$ cat config.mk
export PLATFORM = sky130hd
export DESIGN_NAME = zeta_stream_gen
export DESIGN_NICKNAME = d
export VERILOG_FILES = /design/src/rtl/zeta_stream_gen.sv
export SDC_FILE = /design/constraint.sdc
export NUM_CORES = 1
export LEC_CHECK = 0
export ABC_AREA = 1
export CAP_MARGIN = 40
export CELL_PAD_IN_SITES_DETAIL_PLACEMENT = 0
export CELL_PAD_IN_SITES_GLOBAL_PLACEMENT = 1
export CORE_MARGIN = 4
export CORE_UTILIZATION = 40
export DETAILED_ROUTE_END_ITERATION = 8
export PLACE_DENSITY_LB_ADDON = 0.1
export SKIP_LAST_GASP = 1
export SLEW_MARGIN = 25
export SYNTH_ARGS = -nofsm -noshare
export SYNTH_HDL_FRONTEND = slang
export SYNTH_SLANG_ARGS = --single-unit
$ cat constraint.sdc
create_clock -name clk -period 7.1 [get_ports clk]
set_clock_uncertainty 0.1 [all_clocks]
set_input_delay 0.71 -clock clk [delete_from_list [all_inputs] [get_ports clk]]
set_output_delay 0.71 -clock clk [all_outputs]
set_load 0.1 [all_outputs]
$ cat src/rtl/zeta_stream_gen.sv
// Zeta-factor streamer for Kyber/ML-KEM NTT, inverse NTT and base-case multiply.
// Emits NUM_LANES twiddles per valid/ready beat, tagged with layer and end-of-layer markers.

package poly_arith_pkg;
    localparam int unsigned ZETA_BITS = 12;
    typedef logic [ZETA_BITS-1:0] zeta_t;

    // 17^brv7(i) mod 3329
    localparam zeta_t ZETA_NTT_TABLE [128] = '{
        12'd1,    12'd1729, 12'd2580, 12'd3289, 12'd2642, 12'd630,  12'd1897, 12'd848,
        12'd1062, 12'd1919, 12'd193,  12'd797,  12'd2786, 12'd3260, 12'd569,  12'd1746,
        12'd296,  12'd2447, 12'd1339, 12'd1476, 12'd3046, 12'd56,   12'd2240, 12'd1333,
        12'd1426, 12'd2094, 12'd535,  12'd2882, 12'd2393, 12'd2879, 12'd1974, 12'd821,
        12'd289,  12'd331,  12'd3253, 12'd1756, 12'd1197, 12'd2304, 12'd2277, 12'd2055,
        12'd650,  12'd1977, 12'd2513, 12'd632,  12'd2865, 12'd33,   12'd1320, 12'd1915,
        12'd2319, 12'd1435, 12'd807,  12'd452,  12'd1438, 12'd2868, 12'd1534, 12'd2402,
        12'd2647, 12'd2617, 12'd1481, 12'd648,  12'd2474, 12'd3110, 12'd1227, 12'd910,
        12'd17,   12'd2761, 12'd583,  12'd2649, 12'd1637, 12'd723,  12'd2288, 12'd1100,
        12'd1409, 12'd2662, 12'd3281, 12'd233,  12'd756,  12'd2156, 12'd3015, 12'd3050,
        12'd1703, 12'd1651, 12'd2789, 12'd1789, 12'd1847, 12'd952,  12'd1461, 12'd2687,
        12'd939,  12'd2308, 12'd2437, 12'd2388, 12'd733,  12'd2337, 12'd268,  12'd641,
        12'd1584, 12'd2298, 12'd2037, 12'd3220, 12'd375,  12'd2549, 12'd2090, 12'd1645,
        12'd1063, 12'd319,  12'd2773, 12'd757,  12'd2099, 12'd561,  12'd2466, 12'd2594,
        12'd2804, 12'd1092, 12'd403,  12'd1026, 12'd1143, 12'd2150, 12'd2775, 12'd886,
        12'd1722, 12'd1212, 12'd1874, 12'd1029, 12'd2110, 12'd2935, 12'd885,  12'd2154
    };

    // 17^(2*brv7(i)+1) mod 3329
    localparam zeta_t ZETA_MUL_TABLE [128] = '{
        12'd17,   12'd3312, 12'd2761, 12'd568,  12'd583,  12'd2746, 12'd2649, 12'd680,
        12'd1637, 12'd1692, 12'd723,  12'd2606, 12'd2288, 12'd1041, 12'd1100, 12'd2229,
        12'd1409, 12'd1920, 12'd2662, 12'd667,  12'd3281, 12'd48,   12'd233,  12'd3096,
        12'd756,  12'd2573, 12'd2156, 12'd1173, 12'd3015, 12'd314,  12'd3050, 12'd279,
        12'd1703, 12'd1626, 12'd1651, 12'd1678, 12'd2789, 12'd540,  12'd1789, 12'd1540,
        12'd1847, 12'd1482, 12'd952,  12'd2377, 12'd1461, 12'd1868, 12'd2687, 12'd642,
        12'd939,  12'd2390, 12'd2308, 12'd1021, 12'd2437, 12'd892,  12'd2388, 12'd941,
        12'd733,  12'd2596, 12'd2337, 12'd992,  12'd268,  12'd3061, 12'd641,  12'd2688,
        12'd1584, 12'd1745, 12'd2298, 12'd1031, 12'd2037, 12'd1292, 12'd3220, 12'd109,
        12'd375,  12'd2954, 12'd2549, 12'd780,  12'd2090, 12'd1239, 12'd1645, 12'd1684,
        12'd1063, 12'd2266, 12'd319,  12'd3010, 12'd2773, 12'd556,  12'd757,  12'd2572,
        12'd2099, 12'd1230, 12'd561,  12'd2768, 12'd2466, 12'd863,  12'd2594, 12'd735,
        12'd2804, 12'd525,  12'd1092, 12'd2237, 12'd403,  12'd2926, 12'd1026, 12'd2303,
        12'd1143, 12'd2186, 12'd2150, 12'd1179, 12'd2775, 12'd554,  12'd886,  12'd2443,
        12'd1722, 12'd1607, 12'd1212, 12'd2117, 12'd1874, 12'd1455, 12'd1029, 12'd2300,
        12'd2110, 12'd1219, 12'd2935, 12'd394,  12'd885,  12'd2444, 12'd2154, 12'd1175
    };
endpackage

module zeta_stream_gen
    import poly_arith_pkg::*;
#(
    parameter int unsigned NUM_LANES = 2,
    parameter int unsigned ZW        = 12
) (
    input  logic                      clk,
    input  logic                      rst,
    input  logic                      start,
    input  logic [1:0]                mode,
    output logic                      zeta_valid,
    input  logic                      zeta_ready,
    output logic [NUM_LANES*ZW-1:0]   zeta_data,
    output logic [2:0]                zeta_layer,
    output logic                      zeta_layer_last,
    output logic                      zeta_last,
    output logic                      busy,
    output logic                      done
);

    localparam int unsigned BEATS = 128 / NUM_LANES;
    localparam int unsigned BW    = (BEATS > 1) ? $clog2(BEATS) : 1;

    typedef enum logic [1:0] {
        S_IDLE = 2'd0,
        S_RUN  = 2'd1,
        S_DONE = 2'd2
    } state_t;

    state_t                    state_q, state_d;
    logic [1:0]                mode_q, mode_d;
    logic [BW-1:0]             beat_q, beat_d;
    logic [2:0]                layer_q, layer_d;
    logic                      valid_q, valid_d;
    logic [NUM_LANES*ZW-1:0]   data_q, data_d;
    logic                      layer_last_q, layer_last_d;
    logic                      last_q, last_d;
    logic                      busy_q, busy_d;
    logic                      done_q, done_d;
    logic                      load;

    // Table lookup for every lane of one beat; b is the butterfly index within the layer.
    function automatic logic [NUM_LANES*ZW-1:0] lanes_f(input logic [1:0]    m,
                                                        input logic [2:0]    l,
                                                        input logic [BW-1:0] bt);
        logic [NUM_LANES*ZW-1:0] d;
        logic [7:0]              b;
        logic [6:0]              idx;
        d = '0;
        for (int j = 0; j < NUM_LANES; j++) begin
            b = 8'(bt) * 8'(NUM_LANES) + 8'(j);
            case (m)
                2'd0:    idx = 7'((8'd1 << l) + (b >> (3'd7 - l)));
                2'd1:    idx = 7'((8'd1 << (3'd7 - l)) - 8'd1 - (b >> (l + 3'd1)));
                default: idx = 7'(b);
            endcase
            if (m == 2'd2) d[ZW*j +: ZW] = ZW'(ZETA_MUL_TABLE[idx]);
            else           d[ZW*j +: ZW] = ZW'(ZETA_NTT_TABLE[idx]);
        end
        return d;
    endfunction

    // Next-state, counters and next registered outputs
    always_comb begin
        state_d      = state_q;
        mode_d       = mode_q;
        beat_d       = beat_q;
        layer_d      = layer_q;
        valid_d      = valid_q;
        data_d       = data_q;
        layer_last_d = layer_last_q;
        last_d       = last_q;
        busy_d       = busy_q;
        done_d       = 1'b0;
        load         = 1'b0;

        case (state_q)
            S_IDLE: begin
                if (start && (mode != 2'd3)) begin
                    state_d = S_RUN;
                    mode_d  = mode;
                    beat_d  = '0;
                    layer_d = '0;
                    valid_d = 1'b1;
                    busy_d  = 1'b1;
                    load    = 1'b1;
                end
            end
            S_RUN: begin
                if (valid_q && zeta_ready) begin
                    if (last_q) begin
                        state_d      = S_DONE;
                        valid_d      = 1'b0;
                        layer_last_d = 1'b0;
                        last_d       = 1'b0;
                        done_d       = 1'b1;
                    end else begin
                        load = 1'b1;
                        if (layer_last_q) begin
                            beat_d  = '0;
                            layer_d = layer_q + 3'd1;
                        end else begin
                            beat_d = beat_q + BW'(1);
                        end
                    end
                end
            end
            S_DONE: begin
                state_d = S_IDLE;
                busy_d  = 1'b0;
            end
            default: state_d = S_IDLE;
        endcase

        // Present the beat selected by the updated counters
        if (load) begin
            data_d       = lanes_f(mode_d, layer_d, beat_d);
            layer_last_d = (beat_d == BW'(BEATS - 1));
            last_d       = layer_last_d && (layer_d == ((mode_d == 2'd2) ? 3'd0 : 3'd6));
        end
    end

    always_ff @(posedge clk) begin
        if (rst) begin
            state_q      <= S_IDLE;
            mode_q       <= '0;
            beat_q       <= '0;
            layer_q      <= '0;
            valid_q      <= 1'b0;
            data_q       <= '0;
            layer_last_q <= 1'b0;
            last_q       <= 1'b0;
            busy_q       <= 1'b0;
            done_q       <= 1'b0;
        end else begin
            state_q      <= state_d;
            mode_q       <= mode_d;
            beat_q       <= beat_d;
            layer_q      <= layer_d;
            valid_q      <= valid_d;
            data_q       <= data_d;
            layer_last_q <= layer_last_d;
            last_q       <= last_d;
            busy_q       <= busy_d;
            done_q       <= done_d;
        end
    end

    assign zeta_valid      = valid_q;
    assign zeta_data       = data_q;
    assign zeta_layer      = layer_q;
    assign zeta_layer_last = layer_last_q;
    assign zeta_last       = last_q;
    assign busy            = busy_q;
    assign done            = done_q;

endmodule

=== Word level (Yosys, flattened, before mapping) ===
Memories as Yosys holds them, arrays and structs flattened.
Cells that the tools add are included.

* Word-level logic and storage cells: 108
* Register bits after elaboration: 42
* Output and inout bits: 32
* ROM bits: 6144
* Memories kept: 4

{| class="wikitable"
|+ Memories
! memory !! words !! width !! rd ports !! clocked after Yosys merged registers in !! write ports !! line !! text
|-
| (no name shown) || 128 || 12 || 1 || 0 || 0 || 106 || <nowiki>else d[ZW*j +: ZW] = ZW'(ZETA_NTT_TABLE[idx]);</nowiki>
|-
| (no name shown) || 128 || 12 || 1 || 0 || 0 || 105 || <nowiki>if (m == 2'd2) d[ZW*j +: ZW] = ZW'(ZETA_MUL_TABLE[idx]);</nowiki>
|-
| (no name shown) || 128 || 12 || 1 || 0 || 0 || 106 ||
|-
| (no name shown) || 128 || 12 || 1 || 0 || 0 || 105 ||
|}

* Shift-type cells: 6
* Order comparisons: 2
* Reductions and logical operators: 16
* Multiplexer cells: 46
* Eq/ne operators: 10
* $add $sub $neg: 10
* Bitwise gates (word level): 4

{| class="wikitable"
|+ Operators by type and width
! cell !! count
|-
| 2-to-1 mux 12 bit || 10
|-
| one-hot mux 7 bit (2 select lines) || 2
|-
| 2-to-1 mux 6 bit || 4
|-
| greater-or-equal comparator 8 bit (second input constant) || 2
|-
| inverter 7 -> 8 bit || 2
|-
| >> shifter 8 x 3 -> 7 bit || 2
|-
| 2-to-1 mux 3 bit || 5
|-
| adder 7 bit || 2
|-
| 2-to-1 mux 7 bit || 2
|-
| left shift 1 x 3 -> 7 bit (first input constant) || 2
|-
| >> shifter 7 x 3 -> 7 bit || 2
|-
| subtractor 7 bit || 2
|-
| 2-to-1 mux 1 bit || 12
|-
| one-hot mux 6 bit (2 select lines) || 1
|-
| 2-to-1 mux 2 bit || 5
|-
| nonzero test 2 bit || 5
|-
| adder 7 x 1 -> 8 bit (second input constant) || 1
|-
| != test 2 bit (second input constant) || 4
|-
| subtractor 7 x 1 -> 7 bit (second input constant) || 1
|-
| adder 3 x 1 -> 3 bit (second input constant) || 2
|-
| adder 6 x 1 -> 6 bit (second input constant) || 1
|-
| == test 6 bit (second input constant) || 1
|-
| one-hot mux 1 bit (2 select lines) || 3
|-
| one-hot mux 3 bit (2 select lines) || 1
|-
| other kinds (12) || 20
|}

=== Longest topological paths before layout ===
Gate-level depths: netlist (run 1).

* Depth in word-level cells: 16
* Gate-level depth with buffers: 40

=== Worst setup path before layout (run 1) ===
No wires, ideal clock.

* Kind: register -> register
* Start point: reg valid_q, in the netlist zeta_valid
* End point: reg data_q[23], in the netlist zeta_data[23]
* Data arrival time: 5.630 ns
* Path buffers: 2
* Required time: 6.891 ns
* Setup time: 0.109 ns
* Clock period less this slack: 5.839 ns
* Slack: 1.261 ns
* Stages on the path, launching flop included: 34
* Cells stage by stage: dfxtp_1 -> nand2_2 -> nor2_4 -> nand2_1 -> nor2_1 -> nand2_1 -> nand2_2 -> buf_4 -> clkinv_1 -> ha_1 -> nand2_1 -> o21ai_0 -> or2_2 -> nand2_1 -> inv_1 -> ha_1 -> fa_1 -> nand3_1 -> nand2_1 -> nor2_2 -> ha_1 -> inv_1 -> nand2_1 -> buf_4 -> nand3_1 -> nand2_1 -> nand2_1 -> nand2_1 -> nor2_1 -> nand2_1 -> nand3_1 -> nand3_1 -> nand2_1 -> inv_1

* Longest elaborated chain between the ends: 14

{| class="wikitable"
|+ Ends and longest elaborated chain
! element !! line !! text
|-
| start, declared || 82 || <nowiki>logic valid_q, valid_d;</nowiki>
|-
| start signal, assigned || 188 || <nowiki>valid_q <= valid_d;</nowiki>
|-
| logical AND 1 bit (*) || 138 || <nowiki>if (valid_q && zeta_ready) begin</nowiki>
|-
| 2-to-1 mux 3 bit (*) || 138 ||
|-
| one-hot mux 3 bit (2 select lines) (*) || 125 || <nowiki>case (state_q)</nowiki>
|-
| via layer_d[0] || 81 || <nowiki>logic [2:0] layer_q, layer_d;</nowiki>
|-
| subtractor 3 bit || 101, 102 ||
|-
| left shift 1 x 3 -> 7 bit || 102 || <nowiki>2'd1: idx = 7'((8'd1 << (3'd7 - l)) - 8'd1 - (b >> (l + 3'd1)));</nowiki>
|-
| subtractor 7 x 1 -> 7 bit || 102 ||
|-
| subtractor 7 bit || 102 ||
|-
| one-hot mux 7 bit (2 select lines) (*) || 100 || <nowiki>case (m)</nowiki>
|-
| 2-to-1 mux 7 bit (*) || 164 || <nowiki>if (load) begin</nowiki>
|-
| inverter 7 -> 8 bit (not written as such) (*) || 105, 106 ||
|-
| memory (128 x 12 bit), on equally long branches || -- ||
|-
| 2-to-1 mux 12 bit, on equally long branches (2 in a row) || 106, 105 ||
|-
| 2-to-1 mux 12 bit (*) || 105 ||
|-
| end signal, assigned || 189 || <nowiki>data_q <= data_d;</nowiki>
|-
| end, declared || 83 || <nowiki>logic [NUM_LANES*ZW-1:0] data_q, data_d;</nowiki>
|}

The timed path passes the listed nets; every way through them passes the cells marked *. The select of a mux whose other input is x is not followed.
A chain may end at the register's enable or synchronous reset.

=== Worst setup path in the final report (run 1) ===
* Start point: in zeta_ready
* End point: reg data_q[0], in the netlist zeta_data[0]

* Longest elaborated chain between the ends: 14

{| class="wikitable"
|+ Ends and longest elaborated chain
! element !! line !! text
|-
| start, declared || 60 || <nowiki>input logic zeta_ready,</nowiki>
|-
| logical AND 1 bit (*) || 138 ||
|-
| 2-to-1 mux 3 bit || 138 ||
|-
| one-hot mux 3 bit (2 select lines) || 125 ||
|-
| subtractor 3 bit || 101, 102 ||
|-
| left shift 1 x 3 -> 7 bit || 102 ||
|-
| subtractor 7 x 1 -> 7 bit || 102 ||
|-
| subtractor 7 bit || 102 ||
|-
| one-hot mux 7 bit (2 select lines) || 100 ||
|-
| 2-to-1 mux 7 bit || 164 ||
|-
| inverter 7 -> 8 bit (not written as such) || 105, 106 ||
|-
| memory (128 x 12 bit), on equally long branches || -- ||
|-
| 2-to-1 mux 12 bit, on equally long branches (2 in a row) || 106, 105 ||
|-
| 2-to-1 mux 12 bit || 105 ||
|}

Every way passes the cells marked *; elsewhere a longest branch is shown, timed or not. The select of a mux whose other input is x is not followed.

==> results of run 1 <==
## layer usage
metal  up-vias  GRT usage  wire [um]
li1       7753          -          -
met1      7670      0.534      26300
met4         0      0.159       3490
met5         -          0          0
met2      1335      0.543      25300
met3       254      0.120       9680
## cell usage in the layout (no fill, tap or decap), drive strengths merged
| cell | count |
|---|---|
| inv | 219 |
| buf | 110 |
| a221oi | 1 |
| o21bai | 2 |
| a211oi | 1 |
| nor4 | 3 |
| xor2 | 5 |
| o22ai | 6 |
| nand3 | 348 |
| or2 | 1 |
| nor2 | 224 |
| nor3 | 10 |
| a21oi | 85 |
| bufinv | 2 |
| nand3b | 2 |
| o211ai | 13 |
| nand2 | 1080 |
| fa | 4 |
| nand4 | 30 |
| o21ai | 142 |
| dfxtp | 42 |
| xnor2 | 4 |
| ha | 60 |
| a31oi | 5 |
| clkinv | 4 |
| o21a | 1 |
| clkdlybuf4s50 | 37 |
| clkbuf | 5 |
## report_power, final
part | leakage (nW) | switching [mW] | internal [mW]
Sequential | 0.345 | 0.0128 | 0.255
Clock | 0.0940 | 0.114 | 0.203
Combinational | 7.22 | 1.76 | 0.663
Total | 7.66 | 1.89 | 1.12
## cell type report
class                           instances  area, um2
Fill cell                            3309      15500
Multi-Input combinational cell       2027       9480
Timing Repair Buffer                  147       1560
Sequential cell                        42        841
Inverter                              222        836
Tap cell                              384        480
Clock buffer                            5        125
Clock inverter                          3       68.8
## sequential cells by signal (all words and copies together) (netlist names)
signal and cells:
zeta_data 24, beat_q 6, zeta_layer 3, mode_q 2, state_q 2, busy 1, done 1, zeta_last 1
zeta_layer_last 1, zeta_valid 1
## cells by family (layout without fill, tap and decap cells)
kind of cell	Yosys count	after routing
adder cells (fa/ha/maj)	64	64
XOR/XNOR	9	9
AO/OA/AOI/OAI	256	256
flip-flops	42	42
buffers and inverters	340	377
AND/OR/NAND/NOR	1698	1698
## worst min-delay path by stage
stage                      endpoint  slack, ns
final                          busy       0.40
after detailed placement       busy       0.39
after floorplan           beat_q[4]       0.40
after CTS                      busy       0.40
after global placement         busy       0.38
after global routing           busy       0.43
## critical path, delay by kind of cell
family | cells | cell delay [ns]
compound gates | 4 | 0.80
fa+ha+maj | 3 | 1.22
buf+inv | 7 | 1.11
simple gates | 21 | 2.87
==> impl_summary.txt, run 1 <==
----------------------------------------------------
[Outcome]
  Outcome ... finished clean

[Power and ir drop]
  Total power density per cell area ... 225 nW/um2
  Cell leakage power ... 7.66 nW
  Power consumption ... 3.01 mW
  Max IR drop VDD ... 0.110 mV

[Synth]
  Synthesized-area fraction occupied by ao, oa, aoi and oai cells ... 0.114
  Largest family of logic cells by synthesized area ... simple AND/OR/NAND/NOR gates
  Mapped Cells ... 2409
  Cell variety after synth ... 39
  Dominant cell type by area after synthesis ... sky130_fd_sc_hd__nand2_1
  Post-synth top flop ... sky130_fd_sc_hd__dfxtp_1
  Count of yosys warnings during synthesis ... 0
  Post-synth ARST share ... 0
  Top post-synthesis cells by count ... sky130_fd_sc_hd__nand2_1, sky130_fd_sc_hd__nand3_1, sky130_fd_sc_hd__nor2_1
  Share of the synthesized area in the top cell type ... 0.337
  Ranking of synthesized cells by area ... sky130_fd_sc_hd__nand2_1, sky130_fd_sc_hd__nand3_1, sky130_fd_sc_hd__dfxtp_1
  Synthesized netlist net count ... 2479
  Flop and latch count out of synthesis ... 42
  Most frequent cell after synthesis ... sky130_fd_sc_hd__nand2_1
  Share of the synthesized netlist area taken by xor and xnor gates ... 0.00670
  Post-synthesis sequential area ratio ... 0.0715
  Adder and majority cell fraction of the synthesized area ... 0.0706
  Area of the mapped netlist ... 11800 um2
  Basic-gate share of the synthesized area counting and, or, nand and nor cells ... 0.613
  EDFF count, synth ... 0
  Syn_area_per_cell ... 4.88 um2
  Post-synthesis mux area share ... 0

[CTS]
  TritonCTS clock tree ... done
  Post-CTS setup-driven buffer insertion count ... 0
  Clock Tree Buf Depth ... 2
  Total clock buffers created by CTS ... 5
  Count of instances resized after the clock tree is built ... 0
  Clock Root Buffer ... sky130_fd_sc_hd__clkbuf_16
  Hold_buf cts ... 0
  Clock transition at path regs ... 0.07 ns
  Sink count of the clock tree ... 42
  Number of H-tree levels ... 2
  Clock insertion delay at the later pin of the skew report ... 0.30 ns

[Floorplanning]
  Chip Width ... 180 um
  Placement Rows ... 62
  Die Area ... 32200 um2
  IO Pins ... 38
  Vertical extent of the die ... 180 um
  Initial core utilization ... 0.408
  Core area ... 28900 um2

[Critical path]
  Largest incremental delay on the critical path ... 0.59 ns
  Startpoint of the most critical register-to-register path ... state_q[0]
  Maximum fanout encountered on the critical timing path ... 11
  Startpoint of the most critical setup path ... zeta_ready
  Critical Path Sink ... zeta_data[0]
  Most common cell type on the critical path ... sky130_fd_sc_hd__nand2_1
  Critical Path AT ... 6.71 ns
  Category of the worst setup path launch point ... input pin
  Reg-to-reg endpoint ... zeta_data[0]
  Critical Path Slowest Stage Cell ... sky130_fd_sc_hd__fa_1
  Number of cells on the worst reg-to-reg path ... 35
  Flop-to-flop setup slack ... 0.94 ns
  Endpoint required time on the critical path ... 7.21 ns
  Endpoint class of the critical path ... register
  Worst setup path class ... in2reg

[Final layout]
  Final net count ... 2515
  N_diodes ... 0
  Core utilization of the finished layout ... 0.464
  Fraction of layout cells with a size suffix above 1 ... 0.0850
  Post-route cell area ... 13400 um2
  Area added between synthesis and finish ... 13.8%
  Post-layout instance count excluding filler cells ... 2830

[STA]
  Final critical-path share of the clock period ... 0.929
  RSZ-0062 raised after global routing ... false
  Setup slack of the critical path after layout ... 0.501 ns
  Min cycle time layout ... 6.60 ns
  Hold Worst Slack ... 0.397 ns
  Worst rel slew slack ... 0.459
  Total setup violations reported at the end of the flow ... 0
  Setup TNS ... 0 ns
  Max Freq ... 152 MHz
  Hold Violations, Final ... 0
  Final-report max-slew violation count ... 0
  Slew at the pin with the worst max-slew slack ... 0.812 ns

[Route]
  Iteration-0 DRC Markers ... 2967
  Overall via count from detail_route ... 17012
  Via density per instance ... 6.01
  Total DRC errors in the routed layout ... 0
  Remaining number of nets flagged by the antenna check after routing ... 0
  Total wire length ... 64700 um
  Initial DRT Pass Iterations ... 6
  DR WL/cell ... 22.9 um

[Global routing]
  GR Util All Layers ... 0.383
  First-pass GRT wire length ... 97900 um
  Pin count of the biggest net entering global routing ... 48
  Number of antenna violations at the first check in global routing ... 0
  Overflow left after global routing ... 0
  Vias in the first global route ... 16000

[Place]
  Number of cells after detailed placement ... 2821
  Post-DP HPWL ... 49900 um
  Post-placement cell area ... 13200 um2
  Routability congestion estimate ... 1.13
  Pre-CTS setup slack ... 0.399 ns
  Total of buffers placed on input and output ports ... 37

[Min path]
  Startpoint of the tightest hold check path ... busy
  Class of the tightest hold or removal check ... reg2reg
  Cell depth of the worst min-delay path ... 2

[Run]
  Maximum capacitance violations ... 0

----------------------------------------------------
Power figures use the tool's default switching activity.
==> inputs of run 2 (changes only) <==
--- a/config.mk
+++ b/config.mk
@@ -10,11 +10,10 @@
 export CELL_PAD_IN_SITES_DETAIL_PLACEMENT = 0
 export CELL_PAD_IN_SITES_GLOBAL_PLACEMENT = 1
 export CORE_MARGIN = 4
-export CORE_UTILIZATION = 40
+export CORE_UTILIZATION = 43
 export DETAILED_ROUTE_END_ITERATION = 8
-export PLACE_DENSITY_LB_ADDON = 0.1
+export PLACE_DENSITY = 0.82
 export SKIP_LAST_GASP = 1
-export SLEW_MARGIN = 25
 export SYNTH_ARGS = -nofsm -noshare
 export SYNTH_HDL_FRONTEND = slang
 export SYNTH_SLANG_ARGS = --single-unit
==> impl_summary.txt, run 2 (synthesized netlist as in run 1, its figures left out) <==
----------------------------------------------------
[Critical path]
  Maximum fanout encountered on the critical timing path ... 10 (-1)
  Critical Path AT ... 6.87 ns (+0.16 ns)
  Largest incremental delay on the critical path ... 0.67 ns (+0.08 ns)
  Endpoint required time on the critical path ... 7.20 ns (about the same)
  Category of the worst setup path launch point ... input pin
  Critical Path Slowest Stage Cell ... sky130_fd_sc_hd__nand3_1
  Most common cell type on the critical path ... sky130_fd_sc_hd__nand2_1
  Worst setup path class ... in2reg
  Endpoint class of the critical path ... register

[Final layout]
  Fraction of layout cells with a size suffix above 1 ... 0.0839 (-0.00109)
  Multi-input combinational cell area ... 9480 um2 (about the same)
  Fillers ... 3034 (-8.3%)
  Leading cell type in the layout, fill and taps excluded ... sky130_fd_sc_hd__nand2_1
  Area added between synthesis and finish ... 12.6%
  Core utilization of the finished layout ... 0.492 (+0.0279)
  Final net count ... 2511 (-0.16%)
  Most used cells in the layout excluding fill and tap cells ... sky130_fd_sc_hd__nand2_1, sky130_fd_sc_hd__nand3_1, sky130_fd_sc_hd__nor2_1
  Register cell area after layout ... 841 um2 (unchanged)
  Largest register FFs ... 24 (unchanged)
  Post-layout instance count excluding filler cells ... 2784 (-1.6%)

[STA]
  Min cycle time layout ... 6.76 ns (+0.164 ns)
  Hold Violations, Final ... 0 (unchanged)
  Setup TNS ... 0 ns (unchanged)
  Worst rel slew slack ... 0.466 (+0.00731)
  Final critical-path share of the clock period ... 0.953 (+0.0231)
  Final-report max-slew violation count ... 0 (unchanged)
  Total setup violations reported at the end of the flow ... 0 (unchanged)
  Max Freq ... 148 MHz (-2.4%)
  RSZ-0062 raised after global routing ... false
  Slew at the pin with the worst max-slew slack ... 0.800 ns (-0.0118 ns)
  Setup slack of the critical path after layout ... 0.337 ns (-0.164 ns)

[Place]
  Total of buffers placed on input and output ports ... 37 (unchanged)
  Post-DP HPWL ... 47200 um (-5.4%)
  Number of cells after detailed placement ... 2775 (-1.6%)
  Routability congestion estimate ... 1.13 (+0.29%)
  Pre-CTS setup slack ... 0.0764 ns (-0.323 ns)

[Power and ir drop]
  Total power density per cell area ... 220 nW/um2 (-2.3%)
  Power consumption ... 2.91 mW (-3.3%)
  Cell leakage power ... 7.62 nW (-0.54%)
  Max IR drop VDD ... 0.0955 mV (-13%)

[Route]
  Overall via count from detail_route ... 17077 (+0.38%)
  Remaining number of nets flagged by the antenna check after routing ... 0 (unchanged)
  Via density per instance ... 6.13 (+2.0%)
  Total DRC errors in the routed layout ... 0 (unchanged)
  DR WL/cell ... 22.2 um (-2.8%)
  Initial DRT Pass Iterations ... 9 (+3)
  Total wire length ... 61900 um (-4.4%)
  Iteration-0 DRC Markers ... 3172 (+6.9%)

[Run]
  Maximum capacitance violations ... 0 (unchanged)

[Floorplanning]
  Core area ... 27000 um2 (-6.6%)
  Vertical extent of the die ... 173 um (-3.4%)
  Placement Rows ... 60 (-3.2%)
  Chip Width ... 173 um (-3.4%)
  Initial core utilization ... 0.437 (+0.0288)
  IO Pins ... 38 (unchanged)
  Die Area ... 30100 um2 (-6.7%)

[CTS]
  Hold_buf cts ... 0 (unchanged)
  Clock transition at path regs ... 0.06 ns (about the same)
  Sink count of the clock tree ... 42 (unchanged)
  Number of H-tree levels ... 2 (unchanged)
  Clock insertion delay at the later pin of the skew report ... 0.30 ns (about the same)
  TritonCTS clock tree ... done
  Total clock buffers created by CTS ... 5 (unchanged)
  Clock Tree Buf Depth ... 2 (unchanged)
  Clock Root Buffer ... sky130_fd_sc_hd__clkbuf_16

[Global routing]
  Number of antenna violations at the first check in global routing ... 2 (+2)
  Overflow left after global routing ... 0 (unchanged)
  First-pass GRT wire length ... 93400 um (-4.5%)
  Pin count of the biggest net entering global routing ... 103 (+110%)
  GR Util All Layers ... 0.393 (+0.00991)
  Vias in the first global route ... 15693 (-1.9%)

[Min path]
  Class of the tightest hold or removal check ... reg2reg

[Outcome]
  Outcome ... finished clean

----------------------------------------------------
==> run 2: changes by cell type in the layout (fill, tap and decap cells not counted), moves of 2 or more <==
cell	previous run	this run
sky130_fd_sc_hd__bufinv_16	2	0
sky130_fd_sc_hd__buf_12	6	3
sky130_fd_sc_hd__buf_16	3	5
sky130_fd_sc_hd__buf_8	30	28
==> run 2: worst max-delay path, delay by kind of cell <==
kind | cells | cell delay [ns]
buf+inv | 6 | 0.99
compound gates | 4 | 0.79
simple gates | 18 | 3.08
fa+ha+maj | 3 | 1.28
==> run 2: area by class of cell <==
| class | instances | area share |
|---|---|---|
| tap | 341 | 0.0322 |
| clock inverter | 2 | 0.000944 |
| clock buffer | 6 | 0.0105 |
| sequential | 42 | 0.0634 |
| antenna | 1 | 0.000189 |
| timing repair buffer | 143 | 0.114 |
| inverter | 222 | 0.0631 |
| multi-input combinational | 2027 | 0.715 |
==> run 2: path summary, 6_finish.rpt <==
| path | from | depth (start not counted) | slack, ns | to |
|---|---|---|---|---|
| max | zeta_ready | 31 | 0.34 | zeta_data[6] |
| min | busy | 2 | 0.39 | busy |
| max reg2reg | state_q[0] | 31 | 0.75 | zeta_data[6] |
| min reg2reg | busy | 2 | 0.39 | busy |
==> run 2: report_power, final <==
part           internal (mW)  total (mW)  switching, mW
combinational          0.661        2.40           1.74
clock                  0.140       0.245          0.106
sequential             0.255       0.268         0.0131
total                   1.06        2.91           1.86
==> run 2: timing repair <==
item,CTS,global route
setup buffers,0,0
resized for setup,0,1
setup endpoints to repair,0,6
==> run 2: per-layer routing <==
metal	share of wire	vias up	global-route usage
li1	-	7757	-
met2	0.39	1440	0.555
met3	0.17	311	0.168
met1	0.39	7569	0.523
met5	0	-	0
met4	0.053	0	0.160
==> run 2: through the flow <==
stage | instance area (um2) | hold slack, ns
after floorplan | 11800 | 0.398
after global placement | 12500 | 0.382
after detailed placement | 13100 | 0.389
after CTS | 13200 | 0.402
after global routing | 13300 | 0.434
final | 13300 | 0.392
